File: src/rtl/alu_op_issue.sv
// Decode/issue stage for RV32I OP, OP-IMM, LUI and AUIPC instructions. It feeds the ALU operands and
// the ctrl code through a two-entry skid buffer, so in_ready comes straight from a register.
module alu_op_issue #(
   parameter int data_width = 32
) (
   input  logic                  clk,
   input  logic                  rst_n,
   input  logic                  in_valid,
   output logic                  in_ready,
   input  logic [31:0]           instr,
   input  logic [data_width-1:0] pc,
   input  logic [data_width-1:0] rs1_val,
   input  logic [data_width-1:0] rs2_val,
   output logic                  out_valid,
   input  logic                  out_ready,
   output logic [data_width-1:0] alu_a,
   output logic [data_width-1:0] alu_b,
   output logic [2:0]            alu_ctrl,
   output logic [4:0]            rd,
   output logic                  we,
   output logic                  illegal,
   output logic                  err_sticky
);

   localparam int shw = $clog2(data_width);

   typedef struct packed {
      logic [data_width-1:0] a;
      logic [data_width-1:0] b;
      logic [2:0]            ctrl;
      logic [4:0]            rd;
      logic                  we;
      logic                  ill;
   } entry_t;

   typedef enum logic [1:0] {st_empty, st_one, st_two} state_t;

   logic [6:0]                   opcode;
   logic [2:0]                   f3;
   logic [6:0]                   f7;
   logic signed [11:0]           imm_i;
   logic signed [31:0]           imm_u;
   logic [data_width-1:0]        imm_i_ext;
   logic [data_width-1:0]        imm_u_ext;
   logic [data_width-1:0]        shamt_imm;
   logic [data_width-1:0]        rs2_sh;
   logic                         is_op;
   logic                         ok;
   logic [2:0]                   ctrl;
   logic [data_width-1:0]        op_a;
   logic [data_width-1:0]        op_b;
   entry_t                       dec;

   state_t state_reg;
   entry_t main_reg;
   entry_t skid_reg;
   logic   in_ready_reg;
   logic   out_valid_reg;
   logic   err_reg;
   logic   accept;
   logic   pop;

   assign opcode    = instr[6:0];
   assign f3        = instr[14:12];
   assign f7        = instr[31:25];
   assign is_op     = instr[5];
   assign imm_i     = instr[31:20];
   assign imm_u     = {instr[31:12], 12'b0};
   assign imm_i_ext = data_width'(imm_i);
   assign imm_u_ext = data_width'(imm_u);
   assign shamt_imm = data_width'(instr[24:20]);

   // the ALU shifts by the whole of b, so register shift amounts are masked here
   always_comb begin
      rs2_sh = '0;
      rs2_sh[shw-1:0] = rs2_val[shw-1:0];
   end

   always_comb begin
      ok   = 1'b0;
      ctrl = 3'b000;
      op_a = rs1_val;
      op_b = is_op ? rs2_val : imm_i_ext;
      case (opcode)
         7'b0110011, 7'b0010011: begin
            case (f3)
               3'b000: begin
                  if (!is_op || f7 == 7'b0000000) begin
                     ok = 1'b1;
                  end else if (f7 == 7'b0100000) begin
                     ok   = 1'b1;
                     ctrl = 3'b001;
                  end
               end
               3'b111: begin ctrl = 3'b010; ok = !is_op || f7 == 7'b0000000; end
               3'b110: begin ctrl = 3'b011; ok = !is_op || f7 == 7'b0000000; end
               3'b100: begin ctrl = 3'b100; ok = !is_op || f7 == 7'b0000000; end
               3'b001: begin
                  ctrl = 3'b101;
                  ok   = f7 == 7'b0000000;
                  op_b = is_op ? rs2_sh : shamt_imm;
               end
               3'b101: begin
                  ctrl = (f7 == 7'b0100000) ? 3'b111 : 3'b110;
                  ok   = f7 == 7'b0000000 || f7 == 7'b0100000;
                  op_b = is_op ? rs2_sh : shamt_imm;
               end
               default: ok = 1'b0;
            endcase
         end
         7'b0110111: begin ok = 1'b1; op_a = '0; op_b = imm_u_ext; end
         7'b0010111: begin ok = 1'b1; op_a = pc; op_b = imm_u_ext; end
         default:    ok = 1'b0;
      endcase
   end

   // illegal entries still flow through in order, with neutral operands
   always_comb begin
      dec      = '0;
      dec.a    = ok ? op_a : '0;
      dec.b    = ok ? op_b : '0;
      dec.ctrl = ok ? ctrl : 3'b000;
      dec.rd   = instr[11:7];
      dec.we   = ok && (instr[11:7] != 5'd0);
      dec.ill  = !ok;
   end

   assign accept = in_valid & in_ready_reg;
   assign pop    = out_valid_reg & out_ready;

   always_ff @(posedge clk) begin
      if (!rst_n) begin
         state_reg     <= st_empty;
         main_reg      <= '0;
         skid_reg      <= '0;
         in_ready_reg  <= 1'b0;
         out_valid_reg <= 1'b0;
         err_reg       <= 1'b0;
      end else begin
         if (pop && main_reg.ill) begin
            err_reg <= 1'b1;
         end
         case (state_reg)
            st_empty: begin
               in_ready_reg <= 1'b1;
               if (accept) begin
                  main_reg      <= dec;
                  out_valid_reg <= 1'b1;
                  state_reg     <= st_one;
               end
            end
            st_one: begin
               in_ready_reg <= 1'b1;
               if (accept && !pop) begin
                  skid_reg     <= dec;
                  state_reg    <= st_two;
                  in_ready_reg <= 1'b0;
               end else if (accept) begin
                  main_reg <= dec;
               end else if (pop) begin
                  out_valid_reg <= 1'b0;
                  state_reg     <= st_empty;
               end
            end
            st_two: begin
               if (pop) begin
                  main_reg     <= skid_reg;
                  state_reg    <= st_one;
                  in_ready_reg <= 1'b1;
               end
            end
            default: begin
               state_reg     <= st_empty;
               out_valid_reg <= 1'b0;
               in_ready_reg  <= 1'b0;
            end
         endcase
      end
   end

   assign in_ready   = in_ready_reg;
   assign out_valid  = out_valid_reg;
   assign alu_a      = main_reg.a;
   assign alu_b      = main_reg.b;
   assign alu_ctrl   = main_reg.ctrl;
   assign rd         = main_reg.rd;
   assign we         = main_reg.we;
   assign illegal    = main_reg.ill;
   assign err_sticky = err_reg;

endmodule

File: config.mk
export PLATFORM = sky130hd
export DESIGN_NAME = alu_op_issue
export DESIGN_NICKNAME = d
export VERILOG_FILES = /design/src/rtl/alu_op_issue.sv
export SDC_FILE = /design/constraint.sdc
export NUM_CORES = 1
export LEC_CHECK = 0
export ABC_AREA = 1
export CORE_MARGIN = 1
export CORE_UTILIZATION = 45
export CTS_BUF_LIST = sky130_fd_sc_hd__clkbuf_2
export DETAILED_ROUTE_END_ITERATION = 7
export MAX_ROUTING_LAYER = met4
export PLACE_DENSITY = 0.76
export REMOVE_ABC_BUFFERS = 1
export SYNTH_ARGS = -nofsm -noshare
export SYNTH_HDL_FRONTEND = slang
export SYNTH_SLANG_ARGS = --single-unit
export TNS_END_PERCENT = 100
File: constraint.sdc
create_clock -name clk -period 2.4 [get_ports clk]
set_input_delay 0.24 -clock clk [delete_from_list [all_inputs] [get_ports clk]]
set_output_delay 0.24 -clock clk [all_outputs]
set_load 0.02 [all_outputs]
==> results.yml <==
clock_network:
  numCtsBuffers: 17
  clock_transition_at_path_regs_ns: 0.20
  cts_root_buf: "clkbuf_2"
  worstSkewPairLatency_ns: 0.73
  clock_sinks: 153
  cts_tree: "yes"
  max_root_sink_buffers: 2
  cts-htree-levels: 4
floorplan:
  core-area_mm2: 0.01583
  die-area_mm2: 0.01672
  floorplan.io_pins: 209
  initial_utilization_pct: 46.08
  die-width_um: 129.3
  die_height_um: 129.3
  fp-row-count: 46
min_path:
  hold-path-cell-count: 3
  worst_hold_startpoint: "instr[8]"
  min-delay-path-class: "input pin to flop"
  hold-path-endpoint: "skid_reg[3]$_SDFFE_PN0P_"
logic_synthesis:
  synthDistinctLibCells: 28
  largest_area_contributor_in_the_netlist: "dfxtp_1"
  synth_cells: 1038
  synth_async_sr_flop_share_pct: 0
  post_synth_instance_area_mm2: 0.007293
  mux_cell_area_share_after_synthesis_pct: 0
  synth_ff_type: "dfxtp_1"
  ys_seq_area_share_pct: 42.00
  synth_simple_gate_area_share_pct: 20.81
  synth.top_cells.by_area: "dfxtp_1, a21oi_1, nand2_1"
  share_of_yosys_cell_area_claimed_by_the_top_area_cell_type_pct: 42.00
  yosys_warnings: 0
  synth_adder_area_share_pct: 0
  synth_seq_cells: 153
  synth-edff-count: 0
  compound_cell_area_share_of_the_yosys_netlist_pct: 28.72
  postSynthAreaPerCell_um2: 7.026
  post_synth_xor_area_fraction_pct: 0
  synth_top_family_by_area: "compound AO/OA/AOI/OAI gates"
cells_and_area:
  fillCellCount: 1497
  register_cell_area_after_layout_mm2: 0.003063
  drive_gt1_share_pct: 5.975
  layout.cells.most_common: "a21oi_1"
  largest_register_ff_count: 74
  mostFrequentLayoutCells: "a21oi_1, clkdlybuf4s50_1, nand2_1, dfxtp_1, o21ai_0"
  multiInputGateArea_mm2: 0.003622
  finish.utilization_pct: 60.96
  final_net_count: 1328
  flow.area_growth_from_synthesis_pct: 32.30
route:
  drtIter0Drc: 648
  vias: 7778
  route.detailed.wl_per_inst_um: 15.24
  drtPass1Iterations: 7
  detail_route.drc_violations: 0
  sum_of_routed_wire_length_over_all_layers_mm: 21.68
  ant_nets: 0
  vias_per_cell: 5.470
power:
  ir_worst_vdd_v: 0.0002718
  leakagePower_nw: 3.609
  report.power.total_mw: 5.291
  power_per_cell_area_mw_per_mm2: 548.3
critical_path:
  cpMaxStageDelayCell: "clkdlybuf4s50_1"
  start_kind: "flop"
  cpLargestDelayFamily: "buffers and inverters"
  worst_r2r_path_depth: 9
  register_to_register_setup_slack_ns: 0.43
  worst-setup-path-type: "flop to output pin"
  worst_path_bufs_invs: 1
  worst_ep_required_time_ns: 2.16
  critical_register_to_register_path_startpoint: "state_reg[0]$_SDFFE_PN0P_"
  critPathArrivalTime_ns: 1.76
  maximum_cell_stage_delay_along_the_critical_path_ns: 0.62
  endpoint_of_the_worst_slack_reg_to_reg_timing_path: "alu_a[13]$_SDFFE_PN0P_"
  cp-end-kind: "output pin"
  cell_by_cell_listing_of_the_critical_path: "clkdlybuf4s50_1"
  crit_path_max_fanout: 3
timing:
  report.final.hold_viol_count: 0
  max_clock_freq_mhz: 499.3
  final_setup_viols: 0
  final.min_clock_period_ns: 2.003
  slew_viol_final: 0
  worst-slew-pin-transition_ns: 0.5101
  finalCritPeriodShare_pct: 83.44
  slew_headroom_pct: 65.99
  worst_clock_skew_ns: 0.03174
  rsz0062_at_grt: "no"
grt:
  maximum_number_of_pins_on_one_net_before_global_route_repair: 94
  vias_in_the_first_global_route: 7086
  grt_antenna_before_repair: 1
  grt_pass1_wl_mm: 34.54
  grt-ovfl-total: 0
  gr_util_all_layers_pct: 26.78
placed_design:
  gpl.final_weighted_congestion: 0.8156
  place.detailed.hpwl_mm: 13.81
  port-buffer-count: 208
outcome:
  result_of_the_run: "finished, final reports clean"
flow_run:
  cap_viol_max_count: 0
area by class of cell:
type                    instances  share of cell area (%)
diodes                          1                 0.02593
clock inverters                 7                  0.8299
well taps                     216                   2.801
flip-flops and latches        153                   31.74
repair buffers                234                   24.90
multi-input cells             763                   37.54
clock buffers                  21                   1.089
inverters                      27                   1.076
cells in the mapped netlist, types with 5 or more instances:
library cell	count
nand3_1	105
buf_2	26
or2_2	5
dfxtp_1	153
o211ai_1	6
nor2_1	30
inv_1	20
buf_4	8
a31oi_1	5
a21oi_1	222
clkbuf_1	48
o21ai_1	18
buf_6	13
inv_2	5
nand2_1	203
o22ai_1	5
o21ai_0	149
repair_timing:
action | CTS | global route
endpoints found under the hold margin | 32 | 0
setup buffers | 0 | 0
hold buffers | 1 | 0
setup endpoints to repair | 0 | 0
resized for setup | 0 | 0
where the power goes:
group | total [mW] | internal [mW] | leakage [nW] | switching (mW)
Clock | 1.31 | 0.457 | 0.126 | 0.853
Combinational | 1.19 | 0.559 | 2.23 | 0.633
Sequential | 2.79 | 2.70 | 1.25 | 0.0842
through the flow:
stage               worst slack (ns)  TNS (ns)  cell area (um2)  std cells  hold slack, ns
floorplan                     -1.295   -139.85             6777        943          0.3783
global placement              0.2838         0             9452       1392          0.4547
detailed placement            0.2422         0             9452       1392          0.4630
CTS                           0.2995         0             9647       1421         0.06166
global route                  0.2651         0             9649       1422         0.07038
finish                        0.3974         0             9649       1422          0.1277
cell families (layout without fill, tap and decap cells):
kind of cell / Yosys count / in the layout
compound gates: 409 / 409
buf+inv: 122 / 289
flops: 153 / 153
other cells: 0 / 1
simple gates: 354 / 354
routing by layer:
layer  global-route usage, %  up-vias  wire length (um)
met5                       -        -                 0
met4                   11.28        0               620
met3                   5.656       40              1333
met2                   43.74      254             10340
met1                   31.91     3600              9384
li1                        -     3884                 -
worst max path at each step:
stage	endpoint	startpoint	depth (start not counted)
final	illegal	illegal$_SDFFE_PN0P_	1
after floorplan	alu_a[0]$_SDFFE_PN0P_	state_reg[1]$_SDFFE_PN0P_	5
after detailed placement	rd[3]$_SDFFE_PN0P_	out_ready	10
after global routing	illegal	illegal$_SDFFE_PN0P_	1
after global placement	alu_a[12]$_SDFFE_PN0P_	instr[26]	11
after CTS	illegal	illegal$_SDFFE_PN0P_	1
Note: power is estimated with default switching activity, not from simulation.
